`src/rtl/turn_signal_controller_pkg.sv`:
```
// Shared state encoding for the turn-signal controller and the light-path blocks.
package turn_signal_controller_pkg;

  typedef enum logic [1:0] {
    ST_OFF    = 2'd0,
    ST_LEFT   = 2'd1,
    ST_RIGHT  = 2'd2,
    ST_HAZARD = 2'd3
  } tsc_state_t;

  function automatic logic lamp_left_en(input tsc_state_t s);
    return (s == ST_LEFT) || (s == ST_HAZARD);
  endfunction

  function automatic logic lamp_right_en(input tsc_state_t s);
    return (s == ST_RIGHT) || (s == ST_HAZARD);
  endfunction

endpackage

```
`src/rtl/turn_signal_controller_btn_debounce.sv`:
```
// Button conditioning: 2-FF synchronizer, counting debouncer, one-cycle press pulse.
module btn_debounce #(
  parameter int DEBOUNCE_CYCLES = 10000
) (
  input  logic clk,
  input  logic rst_n,
  input  logic i_btn,
  output logic o_level,
  output logic o_press
);

  localparam int DCW = (DEBOUNCE_CYCLES > 1) ? $clog2(DEBOUNCE_CYCLES) : 1;
  localparam logic [DCW-1:0] CNT_LAST = DCW'(DEBOUNCE_CYCLES - 1);

  logic [1:0]     r_sync;
  logic           r_level;
  logic           r_press;
  logic [DCW-1:0] r_cnt;

  always_ff @(posedge clk or negedge rst_n) begin
    if (!rst_n) begin
      r_sync  <= 2'b00;
      r_level <= 1'b0;
      r_press <= 1'b0;
      r_cnt   <= '0;
    end else begin
      r_sync  <= {r_sync[0], i_btn};
      r_press <= 1'b0;
      // Accept the new level only after it has disagreed for the full window.
      if (r_sync[1] != r_level) begin
        if (r_cnt == CNT_LAST) begin
          r_cnt   <= '0;
          r_level <= r_sync[1];
          r_press <= r_sync[1];
        end else begin
          r_cnt <= r_cnt + DCW'(1);
        end
      end else begin
        r_cnt <= '0;
      end
    end
  end

  assign o_level = r_level;
  assign o_press = r_press;

endmodule

```
`src/rtl/turn_signal_controller.sv`:
```
// Turn-signal FSM (OFF/LEFT/RIGHT/HAZARD) with blink generator and registered lamp outputs.
module turn_signal_controller
  import turn_signal_controller_pkg::*;
#(
  parameter int HALF_PERIOD     = 500000,
  parameter int DEBOUNCE_CYCLES = 10000
) (
  input  logic       clk,
  input  logic       rst,
  input  logic       btn_left,
  input  logic       btn_right,
  input  logic       sw_hazard,
  output logic       turn_left,
  output logic       turn_right,
  output logic       blink_click,
  output logic [1:0] mode
);

  localparam int CW = $clog2(HALF_PERIOD);
  localparam logic [CW-1:0] CNT_LAST = CW'(HALF_PERIOD - 1);

  tsc_state_t    r_state, r_saved_dir;
  logic [CW-1:0] r_cnt;
  logic          r_phase, r_turn_left, r_turn_right, r_click;
  logic [1:0]    r_haz_sync;

  tsc_state_t    w_state_nxt, w_saved_nxt;
  logic [CW-1:0] w_cnt_nxt;
  logic          w_phase_nxt, w_click_nxt;
  logic          w_press_l, w_press_r, w_level_l, w_level_r;

  btn_debounce #(.DEBOUNCE_CYCLES(DEBOUNCE_CYCLES)) u_db_left (
    .clk(clk), .rst_n(rst), .i_btn(btn_left), .o_level(w_level_l), .o_press(w_press_l)
  );

  btn_debounce #(.DEBOUNCE_CYCLES(DEBOUNCE_CYCLES)) u_db_right (
    .clk(clk), .rst_n(rst), .i_btn(btn_right), .o_level(w_level_r), .o_press(w_press_r)
  );

  // Hazard wins over buttons; presses seen while in HAZARD are simply dropped.
  always_comb begin
    w_state_nxt = r_state;
    w_saved_nxt = r_saved_dir;
    if (r_state == ST_HAZARD) begin
      if (!r_haz_sync[1]) w_state_nxt = r_saved_dir;
    end else if (r_haz_sync[1]) begin
      w_state_nxt = ST_HAZARD;
      w_saved_nxt = r_state;
    end else begin
      case (r_state)
        ST_OFF: begin
          if (w_press_l && !w_press_r)      w_state_nxt = ST_LEFT;
          else if (w_press_r && !w_press_l) w_state_nxt = ST_RIGHT;
        end
        ST_LEFT: begin
          if (w_press_l)      w_state_nxt = ST_OFF;
          else if (w_press_r) w_state_nxt = ST_RIGHT;
        end
        ST_RIGHT: begin
          if (w_press_r)      w_state_nxt = ST_OFF;
          else if (w_press_l) w_state_nxt = ST_LEFT;
        end
        default: ;
      endcase
    end
  end

  // Entering an active state restarts the blink with the lamp ON and a click.
  always_comb begin
    w_cnt_nxt   = r_cnt;
    w_phase_nxt = r_phase;
    w_click_nxt = 1'b0;
    if (w_state_nxt != r_state) begin
      w_cnt_nxt   = '0;
      w_phase_nxt = (w_state_nxt != ST_OFF);
      w_click_nxt = (w_state_nxt != ST_OFF);
    end else if (r_state == ST_OFF) begin
      w_cnt_nxt   = '0;
      w_phase_nxt = 1'b0;
    end else if (r_cnt == CNT_LAST) begin
      w_cnt_nxt   = '0;
      w_phase_nxt = ~r_phase;
      w_click_nxt = 1'b1;
    end else begin
      w_cnt_nxt = r_cnt + CW'(1);
    end
  end

  always_ff @(posedge clk or negedge rst) begin
    if (!rst) begin
      r_state      <= ST_OFF;
      r_saved_dir  <= ST_OFF;
      r_cnt        <= '0;
      r_phase      <= 1'b0;
      r_turn_left  <= 1'b0;
      r_turn_right <= 1'b0;
      r_click      <= 1'b0;
      r_haz_sync   <= 2'b00;
    end else begin
      r_haz_sync   <= {r_haz_sync[0], sw_hazard};
      r_state      <= w_state_nxt;
      r_saved_dir  <= w_saved_nxt;
      r_cnt        <= w_cnt_nxt;
      r_phase      <= w_phase_nxt;
      r_click      <= w_click_nxt;
      r_turn_left  <= w_phase_nxt && lamp_left_en(w_state_nxt);
      r_turn_right <= w_phase_nxt && lamp_right_en(w_state_nxt);
    end
  end

  assign turn_left   = r_turn_left;
  assign turn_right  = r_turn_right;
  assign blink_click = r_click;
  assign mode        = r_state;

endmodule

```
`config.mk`:
```
export PLATFORM = sky130hd
export DESIGN_NAME = turn_signal_controller
export DESIGN_NICKNAME = d
export VERILOG_FILES = /design/src/rtl/turn_signal_controller_pkg.sv /design/src/rtl/turn_signal_controller_btn_debounce.sv /design/src/rtl/turn_signal_controller.sv
export SDC_FILE = /design/constraint.sdc
export NUM_CORES = 1
export LEC_CHECK = 0
export ABC_AREA = 1
export BUFFER_PORTS_ARGS = -buffer_cell sky130_fd_sc_hd__buf_2
export CAP_MARGIN = 20
export CORE_MARGIN = 1
export CORE_UTILIZATION = 66
export DETAILED_ROUTE_END_ITERATION = 16
export PLACE_DENSITY = 0.86
export RECOVER_POWER = 50
export SYNTH_ARGS = -nofsm -noshare
export SYNTH_HDL_FRONTEND = slang
export SYNTH_SLANG_ARGS = --single-unit
```
`constraint.sdc`:
```
create_clock -name clk -period 2.6 [get_ports clk]
set_clock_uncertainty 0.2 [all_clocks]
set_input_delay 0.13 -clock clk [delete_from_list [all_inputs] [get_ports clk]]
set_output_delay 0.13 -clock clk [all_outputs]
set_load 0.1 [all_outputs]
```
==> results of run 1 <==
what timing repair did:
action,CTS,global route
hold buffers,4,0
endpoints found under the hold margin,27,0
buffers inserted,0,0
kinds of logic (layout without fill, tap and decap cells):
| family | after synthesis | count (layout) | share of synthesized area, % |
|---|---|---|---|
| AO/OA/AOI/OAI | 39 | 39 | 6.530 |
| XOR/XNOR | 16 | 16 | 4.406 |
| adder cells (fa/ha/maj) | 3 | 3 | 1.180 |
| buffers and inverters | 55 | 83 | 6.963 |
| flip-flops | 65 | 65 | 51.14 |
| AND/OR/NAND/NOR | 195 | 195 | 29.78 |
flip-flops by register name (all words and copies together), names as in the netlist:
register	count
u_db_left.o_press	1
u_db_left.r_cnt	14
u_db_right.r_cnt	14
u_db_left.o_level	1
turn_right	1
r_cnt	19
blink_click	1
u_db_right.o_press	1
u_db_left.r_sync	2
u_db_right.r_sync	2
mode	2
u_db_right.o_level	1
r_saved_dir	2
r_phase	1
turn_left	1
r_haz_sync	2
power groups by stage:
stage	Sequential, mW	Clock (mW)	Combinational, mW
CTS	1.18	1.01	0.814
detailed placement	1.19	0	0.804
global route	1.19	1.05	0.876
finish	1.18	0.983	0.807
global placement	1.19	0	0.779
floorplan	1.43	0	0.431
per-stage QoR:
| stage | hold slack [ns] | power, mW |
|---|---|---|
| CTS | 0.1118 | 3.005 |
| detailed placement | -0.04672 | 1.997 |
| finish | 0.1497 | 2.969 |
| floorplan | -0.3656 | 1.864 |
| global route | 0.1599 | 3.115 |
| global placement | -0.04812 | 1.967 |
placed cells by master, fill, tap and decap left out, drive strengths merged, types with 7 or more instances in the layout:
cell,n
dfrtp,65
inv,53
o21ai,17
nor3,20
a21oi,16
xor2,12
nand4,7
nor2,57
clkbuf,12
buf,10
nand2,73
nand3,26
routing by layer:
metal	part of all wire (%)	vias to the layer above
li1	-	1244
met2	49	28
met4	0.75	0
met5	0	-
met1	48	1108
met3	2.5	6
worst max-delay path, stage by stage (launching register included):
cell and delay, ns:
dfrtp_1 0.51, inv_2 0.10, nand2_2 0.08, nand3_1 0.08
nand3_2 0.10, nand2_2 0.09, nand2_2 0.09, nand3_4 0.24
nand2_1 0.21, o21ai_0 0.13
worst paths after layout:
check | start | endpoint | cells after the start
setup / recovery | mode[1]$_DFF_PN0_ | blink_click$_DFF_PN0_ | 9
hold / removal | u_db_left.r_sync[0]$_DFF_PN0_ | u_db_left.r_sync[1]$_DFF_PN0_ | 0
max in group asynchronous | rst | u_db_right.r_cnt[6]$_DFF_PN0_ | 3
hold reg to reg | u_db_left.r_sync[0]$_DFF_PN0_ | u_db_left.r_sync[1]$_DFF_PN0_ | 0
min in group asynchronous | rst | u_db_left.r_cnt[12]$_DFF_PN0_ | 2
setup reg to reg | mode[1]$_DFF_PN0_ | blink_click$_DFF_PN0_ | 9
layout make-up:
type | instances | area [sq um] | share of cell area, %
tap | 52 | 65.06 | 1.824
timing repair buffer | 15 | 111.4 | 3.122
multi-input combinational | 253 | 1333 | 37.36
clock buffer | 11 | 151.4 | 4.244
sequential | 65 | 1627 | 45.60
clock inverter | 5 | 85.08 | 2.385
inverter | 52 | 195.2 | 5.472
synthesized netlist by cell type, types with 3 or more instances:
library cell	instances	share of area [%]
a21oi_1	16	2.5
nand4_1	7	1.4
nor4_1	3	0.59
nand3_2	3	0.94
ha_1	3	1.2
nand2_1	67	7.9
nor3_2	7	2.2
nor2_1	53	6.3
nor2_2	4	0.79
nor3_1	12	1.9
xor2_1	12	3.3
xnor2_1	4	1.1
o21ai_0	16	2.5
dfrtp_1	65	51
inv_1	51	6.0
nand3_1	22	3.5
nor3b_1	3	0.71
nand2_2	6	1.2
==> flow_metrics.env, run 1 <==
export IMPL_place_inst=433
export IMPL_ys_flop_type="dfrtp_1"
export IMPL_start_util_pct=70.61
export IMPL_fin_cells=453
export IMPL_syn_area_sq_um=3181
export IMPL_fmax_mhz=507.8
export IMPL_holdCritPathClass="flop to flop"
export IMPL_use_met1_pct=32.44
export IMPL_num_vias=2386
export IMPL_clock_sinks=65
export IMPL_path_class="flop to flop"
export IMPL_dieArea_sq_um=5101
export IMPL_synth_seq_cells=65
export IMPL_hpwlAfterDp_microns=3967
export IMPL_max_slew_margin_pct=8.078
export IMPL_fp_dieH_microns=71.42
export IMPL_ff2ff_setup_slack_ns=0.63
export IMPL_grt_pass1_wl_microns=10010
export IMPL_timing_final_crit_share_pct=75.74
export IMPL_fin_util_pct=79.19
export IMPL_syn_avg_cell_area_sq_um=8.527
export IMPL_placed_cell_area_sq_um=3292
export IMPL_period_needed_ns=1.969
export IMPL_p_int_mw=1.877
export IMPL_grt_use_total_pct=25.85
export IMPL_critPathCaptureType="flop"
export IMPL_antenna_left=0
export IMPL_synth_edf_count=0
export IMPL_layout_nets=404
export IMPL_power_frac_clock_pct=33.1
export IMPL_use_met3_pct=9.423
export IMPL_seq_area_frac_synth_pct=51.14
export IMPL_cp_data_arrival_time_ns=1.96
export IMPL_status="completed"
export IMPL_grt_ovfl_total=0
export IMPL_swShare_pct=36.79
export IMPL_syn_inst=373
export IMPL_root_buffer="clkbuf_8"
export IMPL_cts_tree="done"
export IMPL_place_ws_ns=0.6671
export IMPL_setup_ws_ns=0.6307
export IMPL_max_cap_violations=0
export IMPL_p_seq_share_pct=39.7
export IMPL_yosysWarnings=0
export IMPL_yosysUniqueCellTypes=33
export IMPL_area_growth_pct=12.16
export IMPL_cts_htree_levels=3
export IMPL_vias_per_cell=5.267
export IMPL_grt_max_degree=42
export IMPL_clk_pin_slew_ns=0.07
export IMPL_first_iter_violations=157
export IMPL_irDropWorstVdd_mv=0.7110
export IMPL_fillers=297
export IMPL_io_pins=10
export IMPL_antenna_found_initial=0
export IMPL_numPortBuffers=9
export IMPL_clkLatencyLatePin_ns=0.34
export IMPL_firstDrtPassIters=4
export IMPL_p_leak_nw=1.716
export IMPL_setup_tns_ns=0
export IMPL_coreArea_sq_um=4504
export IMPL_wl_per_cell_microns=12.43
export IMPL_grt_busiest_layer="met2"
export IMPL_drc_errors=0
export IMPL_tightestPinTransition_ns=1.379
export IMPL_synthesis_nets=381
export IMPL_startpoint_type="flop"
export IMPL_required_ns=2.59
export IMPL_final_max_slew_viol_count=0
export IMPL_gp_congestion=0.8647
export IMPL_setup_viol=0
export IMPL_power_switching_mw=1.092
export IMPL_gr_usage_met2_pct=42.33
export IMPL_die_width_microns=71.42
export IMPL_rows=24
export IMPL_design_area_sq_um=3567
export IMPL_p_per_area_nw_per_um2=832.4
export IMPL_power_frac_comb_pct=27.2
export IMPL_rsz0062_at_grt="no"
export IMPL_crit_fanout=19
export IMPL_diodes=0
export IMPL_finalHoldViolations=0
export IMPL_routed_wl_microns=5630
export IMPL_drive_gt1_share_pct=12.97
export IMPL_cts_resized=0
export IMPL_async_flop_share_pct=100.0
export IMPL_grt_pass1_vias=2315
export IMPL_cts_path_max_buffers=2
export IMPL_numCtsBuffers=9
(Power assumes the default switching activity.)
==> inputs of run 2 (changes only) <==
- CORE_UTILIZATION: 66 -> 55
- PLACE_DENSITY: 0.86 -> 0.77
- clock period: 2.6 -> 1.66 ns (I/O delays scaled with it)
==> run 2 against run 1 <==
The flow now finishes with violations (negative setup slack). Worst hold slack gained 0.0043 ns. First-iteration DRC count increased by 35%. Critical path depth up 1. Highest routed layer unchanged.
==> flow_metrics.env, run 2 (synthesized netlist as in run 1, its figures left out) <==
export IMPL_status="complete, but fails checks"
export IMPL_violations="negative setup slack"
export IMPL_coreArea_sq_um=5540
export IMPL_antenna_found_initial=0
export IMPL_r2r_end="r_cnt[4]$_DFF_PN0_"
export IMPL_numCtsBuffers=9
export IMPL_min_to="u_db_left.r_sync[1]$_DFF_PN0_"
export IMPL_drive_gt1_share_pct=39.19
export IMPL_vias_per_cell=5.325
export IMPL_num_vias=2870
export IMPL_fin_total_pwr_mw=5.653
export IMPL_grt_max_degree=28
export IMPL_r2r_cells=10
export IMPL_routed_wl_microns=8641
export IMPL_clock_sinks=65
export IMPL_holdCritPathClass="flop to flop"
export IMPL_rsz0062_at_grt="yes"
export IMPL_rows=27
export IMPL_startpoint_type="flop"
export IMPL_timing_final_crit_share_pct=119.2
export IMPL_layout_common_cells="dfrtp_1 (63), buf_4 (58), nand2_1 (54)"
export IMPL_max_slew_margin_pct=36.97
export IMPL_cp_data_arrival_time_ns=2.05
export IMPL_largest_reg_flops=19
export IMPL_diodes=0
export IMPL_clkLatencyLatePin_ns=0.36
export IMPL_die_width_microns=78.05
export IMPL_grt_pass1_wl_microns=12640
export IMPL_cts_tree="done"
export IMPL_largestRegisters="r_cnt x19, u_db_left.r_cnt x14, u_db_right.r_cnt x14"
export IMPL_root_buffer="clkbuf_8"
export IMPL_first_iter_violations=212
export IMPL_path_class="flop to flop"
export IMPL_fillers=311
export IMPL_setup_tns_ns=-4.545
export IMPL_layout_commonest_cell="dfrtp_1"
export IMPL_drc_errors=0
export IMPL_numPortBuffers=9
export IMPL_grt_use_total_pct=27.55
export IMPL_gp_congestion=0.8611
export IMPL_ff2ff_setup_slack_ns=-0.32
export IMPL_cts_htree_levels=3
export IMPL_hpwlAfterDp_microns=4433
export IMPL_setup_viol=30
export IMPL_p_leak_nw=2.100
export IMPL_fp_dieH_microns=78.05
export IMPL_finalHoldViolations=0
export IMPL_grt_pass1_vias=2873
export IMPL_final_max_slew_viol_count=0
export IMPL_layout_nets=470
export IMPL_antenna_left=0
export IMPL_cts_path_max_buffers=2
export IMPL_whs_path_depth=0
export IMPL_firstDrtPassIters=4
export IMPL_p_per_area_nw_per_um2=1274
export IMPL_period_needed_ns=1.978
export IMPL_wl_per_cell_microns=16.03
export IMPL_area_growth_pct=39.46
export IMPL_crit_fanout=8
export IMPL_critPathCaptureType="flop"
export IMPL_io_pins=10
export IMPL_fin_util_pct=80.06
export IMPL_dieArea_sq_um=6091
export IMPL_clk_pin_slew_ns=0.08
export IMPL_grt_ovfl_total=0
export IMPL_irDropWorstVdd_mv=1.339
export IMPL_whs_ns=0.1541
export IMPL_start_util_pct=57.41
export IMPL_tightestPinTransition_ns=0.9455
export IMPL_largest_register="r_cnt"
export IMPL_fmax_mhz=505.5
export IMPL_required_ns=1.73
export IMPL_max_cap_violations=0
export IMPL_min_from="u_db_left.r_sync[0]$_DFF_PN0_"
export IMPL_setup_ws_ns=-0.3181
export IMPL_reg2reg_from="mode[0]$_DFF_PN0_"
## run 2: cell count changes in the layout (fill, tap and decap cells not counted), moves of 11 or more
cell,previous run,this run
inv_1,51,38
buf_4,1,58
nand2_1,67,54
nand3_1,22,11
inv_2,1,12
## run 2: worst max path at each step
stage	startpoint	endpoint	slack, ns	cells past startpoint
2_1_floorplan	mode[0]$_DFF_PN0_	r_cnt[17]$_DFF_PN0_	-0.29	11
6_report	mode[0]$_DFF_PN0_	r_cnt[4]$_DFF_PN0_	-0.32	10
3_3_place_gp	r_cnt[0]$_DFF_PN0_	r_cnt[13]$_DFF_PN0_	-0.11	7
3_5_place_dp	mode[0]$_DFF_PN0_	blink_click$_DFF_PN0_	-0.17	10
4_1_cts	mode[0]$_DFF_PN0_	blink_click$_DFF_PN0_	-0.11	10
5_1_grt	mode[0]$_DFF_PN0_	r_cnt[4]$_DFF_PN0_	-0.34	10
## run 2: what timing repair did
action                                  CTS  global route
resized for setup                        40            67
hold buffers                              5             0
endpoints found under the setup margin   29            57
setup buffers                             7            19
pin swaps                                18            26
hold endpoints to repair                 68             0
gates cloned                              1             0
## run 2: metal layers
layer  up-vias  GRT usage, %  routed length [microns]
met3        35         5.581                      231
met4         0         19.07                      357
met5         -             0                        0
li1       1380             -                        -
met2        66         45.70                     4499
met1      1389         32.09                     3553
## run 2: per-stage QoR
stage | setup slack, ns | cells | area [sq um]
floorplan | -0.2926 | 373 | 3194
global placement | -0.1145 | 492 | 3607
detailed placement | -0.1684 | 492 | 3607
CTS | -0.1058 | 521 | 4098
global route | -0.3360 | 539 | 4436
finish | -0.3181 | 539 | 4436
## run 2: layout make-up
cell class                      count  area (sq um)  area share (%)
Multi-Input combinational cell    254          1670           37.66
Sequential cell                    65          1632           36.78
Timing Repair Buffer               80         623.1           14.05
Inverter                           52         201.4           4.542
Clock buffer                        9         123.9           2.793
Clock inverter                      7         95.09           2.144
Tap cell                           72         90.09           2.031
## run 2: power breakdown
part / internal (mW) / total [mW] / switching (mW) / leakage (nW)
logic: 0.845 / 2.29 / 1.45 / 1.13
registers: 1.73 / 1.86 / 0.123 / 0.864
clock network: 0.844 / 1.50 / 0.657 / 0.109
## run 2: critical path: stages, from the launching register on
cell      delay [ns]
dfrtp_4         0.52
nand2_2         0.09
inv_2           0.04
nor2_1          0.11
nand2_1         0.10
nand2_2         0.09
nand2_2         0.09
nand2_4         0.10
nand3_4         0.17
buf_4           0.19
a211oi_2        0.18
==> inputs of run 3 (changes only) <==
- ABC_AREA: 1 -> unset
==> run 3 against run 2 <==
The run still ends with negative setup slack left. Synthesized cell count shrank 22%. Core utilization decreased by 3.6 points. Cell area down 11%. Clock power down 7%. Final cell count fell by 18%. Worst setup slack got worse by 0.32 ns. First-iteration DRC count decreased by 65%. Global-route usage is 5.5 points lower. Via count shrank 20%. Wire length decreased by 31%. Critical endpoint is now turn_left$_DFF_PN0_. Largest cell class is now sequential cells. Highest routed layer unchanged.
==> flow_metrics.env, run 3 <==
export IMPL_status="complete, but fails checks"
export IMPL_violations="negative setup slack"
export IMPL_yosysWarnings=0
export IMPL_critPathCaptureType="flop"
export IMPL_num_vias=2282
export IMPL_antenna_left=0
export IMPL_syn_avg_cell_area_sq_um=10.16
export IMPL_start_util_pct=57.55
export IMPL_yosysTopAreaCellShare_pct=54.99
export IMPL_synth_edf_count=0
export IMPL_largest_reg_flops=19
export IMPL_required_ns=1.68
export IMPL_path_cells="or4_1, or4_4, and3b_1, nor4_2, nor2_1"
export IMPL_clkLatencyLatePin_ns=0.34
export IMPL_cts_tree="done"
export IMPL_grt_use_total_pct=22.05
export IMPL_area_growth_pct=32.78
export IMPL_ff2ff_setup_slack_ns=-0.64
export IMPL_startpoint_type="flop"
export IMPL_async_flop_share_pct=100.0
export IMPL_grt_max_degree=41
export IMPL_synth_commonest_cells="nor2_1 (69), dfrtp_1 (65), xor2_1 (25)"
export IMPL_largestRegisters="r_cnt x19, u_db_left.r_cnt x14, u_db_right.r_cnt x14"
export IMPL_fin_cells=441
export IMPL_synth_seq_cells=65
export IMPL_path_delay_family="simple AND/OR/NAND/NOR gates"
export IMPL_setup_ws_ns=-0.6362
export IMPL_drive_gt1_share_pct=31.00
export IMPL_layout_commonest_cell="dfrtp_1"
export IMPL_syn_inst=291
export IMPL_firstDrtPassIters=4
export IMPL_max_cap_violations=0
export IMPL_p_int_mw=2.899
export IMPL_tightestPinTransition_ns=0.8389
export IMPL_fin_total_pwr_mw=4.283
export IMPL_irDropWorstVdd_mv=1.169
export IMPL_p_leak_nw=1.740
export IMPL_cts_htree_levels=3
export IMPL_largest_register="r_cnt"
export IMPL_min_to="u_db_right.r_sync[1]$_DFF_PN0_"
export IMPL_swShare_pct=32.31
export IMPL_hpwlAfterDp_microns=3945
export IMPL_drc_errors=0
export IMPL_min_from="u_db_right.r_sync[0]$_DFF_PN0_"
export IMPL_numPortBuffers=9
export IMPL_wl_per_cell_microns=13.44
export IMPL_timing_final_crit_share_pct=138.3
export IMPL_fmax_mhz=435.5
export IMPL_p_seq_share_pct=42.2
export IMPL_power_switching_mw=1.384
export IMPL_setup_tns_ns=-13.52
export IMPL_final_max_slew_viol_count=0
export IMPL_syn_area_sq_um=2958
export IMPL_fp_dieH_microns=75.34
export IMPL_place_inst=418
export IMPL_dieArea_sq_um=5675
export IMPL_cp_num_buf_inv=0
export IMPL_slowest_delay_ns=0.59
export IMPL_path_class="flop to flop"
export IMPL_r2r_cells=5
export IMPL_layout_nets=374
export IMPL_rows=26
export IMPL_r2r_end="turn_left$_DFF_PN0_"
export IMPL_design_area_sq_um=3928
export IMPL_root_buffer="clkbuf_8"
export IMPL_synth_top_area_cell="dfrtp_1"
export IMPL_synthesis_nets=299
export IMPL_numCtsBuffers=9
export IMPL_yosysUniqueCellTypes=36
export IMPL_holdCritPathClass="flop to flop"
export IMPL_rsz0062_at_grt="yes"
export IMPL_die_width_microns=75.34
export IMPL_power_frac_clock_pct=32.4
export IMPL_yosysMostFrequentCell="nor2_1"
export IMPL_layout_common_cells="dfrtp_1 (63), nor2_1 (53), buf_4 (52)"
export IMPL_coreArea_sq_um=5140
export IMPL_ys_flop_type="dfrtp_1"
export IMPL_crit_fanout=4
export IMPL_period_needed_ns=2.296
export IMPL_diodes=0
export IMPL_antenna_found_initial=0
export IMPL_cts_path_max_buffers=2
export IMPL_p_per_area_nw_per_um2=1091
export IMPL_seq_area_frac_synth_pct=54.99
export IMPL_cp_data_arrival_time_ns=2.32
export IMPL_power_frac_comb_pct=25.5
export IMPL_placed_cell_area_sq_um=3512
export IMPL_grt_pass1_vias=2142
export IMPL_grt_ovfl_total=0
export IMPL_whs_path_depth=0
export IMPL_reg2reg_from="r_cnt[14]$_DFF_PN0_"
export IMPL_first_iter_violations=74
export IMPL_grt_pass1_wl_microns=9128
export IMPL_worst_path_stages=5
export IMPL_ys_top_cells_by_area="dfrtp_1 (55%), nor2_1 (8.8%), xor2_1 (7.4%)"
export IMPL_io_pins=10
export IMPL_whs_ns=0.1548
export IMPL_worst_path_max_delay_cell="or4_4"
export IMPL_clk_pin_slew_ns=0.07
export IMPL_finalHoldViolations=0
export IMPL_routed_wl_microns=5928
export IMPL_vias_per_cell=5.175
export IMPL_max_slew_margin_pct=44.07
export IMPL_critPathLaunch="r_cnt[14]$_DFF_PN0_"
export IMPL_clock_sinks=65
export IMPL_setup_viol=23
export IMPL_gp_congestion=0.7624
run 3: cell types whose count changed in the layout (fill, tap and decap cells not counted), sizes merged, moves of 5 or more:
cell / delta
nand2: -59
inv: -43
nor3: -17
a21oi: -15
xnor2: +15
xor2: +13
nor2: +12
o21ai: -11
buf: -10
nand3: -8
and3: +6
clkbuf: +6
nand4: +5
run 3: repair_timing:
action | CTS | global route
setup buffers | 0 | 2
endpoints found under the setup margin | 23 | 52
hold endpoints to repair | 68 | 0
hold buffers | 5 | 0
resized for setup | 0 | 42
pin swaps | 2 | 21
run 3: worst max-delay path by stage:
| stage | endpoint | slack (ns) |
|---|---|---|
| final | turn_left$_DFF_PN0_ | -0.64 |
| after global routing | turn_left$_DFF_PN0_ | -0.71 |
| after CTS | r_cnt[11]$_DFF_PN0_ | -0.63 |
| after detailed placement | turn_left$_DFF_PN0_ | -0.60 |
| after global placement | turn_right$_DFF_PN0_ | -0.55 |
| after floorplan | r_cnt[11]$_DFF_PN0_ | -0.63 |
run 3: area by class of cell:
cell class,count,area (sq um)
Clock buffer,14,172.7
Clock inverter,2,35.03
Fill cell,367,1212
Inverter,8,30.03
Multi-Input combinational cell,210,1414
Sequential cell,65,1634
Tap cell,70,87.58
Timing Repair Buffer,72,554.3
run 3: logic make-up (layout without fill, tap and decap cells):
logic type / Yosys count / in the layout / share of synthesized area [%]
AND/OR/NAND/NOR: 148 / 148 / 24.49
flip-flops: 65 / 65 / 54.99
XOR/XNOR: 44 / 44 / 13.03
buffers and inverters: 16 / 96 / 2.538
AO/OA/AOI/OAI: 13 / 13 / 2.919
adder cells (fa/ha/maj): 3 / 3 / 1.269
multiplexers: 2 / 2 / 0.7614
run 3: power groups by stage:
stage          combinational (mW)  sequential (mW)  clock, mW
2_1_floorplan               0.417             2.16          0
3_3_place_gp                 1.02             1.82          0
3_5_place_dp                 1.04             1.83          0
4_1_cts                      1.05             1.80       1.41
5_1_grt                      1.18             1.82       1.48
6_report                     1.09             1.81       1.39
run 3: layer usage:
layer / routed length (microns) / global-route usage (%) / vias to the layer above
met2: 3133 / 36.41 / 25
met1: 2589 / 27.83 / 1114
met5: 0 / 0 / -
li1: - / - / 1136
met3: 137 / 4.365 / 7
met4: 68 / 11.11 / 0
run 3: metrics by stage:
step	util [%]	setup WS, ns
2_1_floorplan	-	-0.6275
3_3_place_gp	68.33	-0.5503
3_5_place_dp	68.33	-0.6000
4_1_cts	73.34	-0.6251
5_1_grt	76.41	-0.7079
6_report	76.41	-0.6362
run 3: worst register-to-register path, stage by stage (launching register included):
cell     delay (ns)
dfrtp_1        0.38
or4_1          0.52
or4_4          0.59
and3b_1        0.21
nor4_2         0.20
nor2_1         0.08
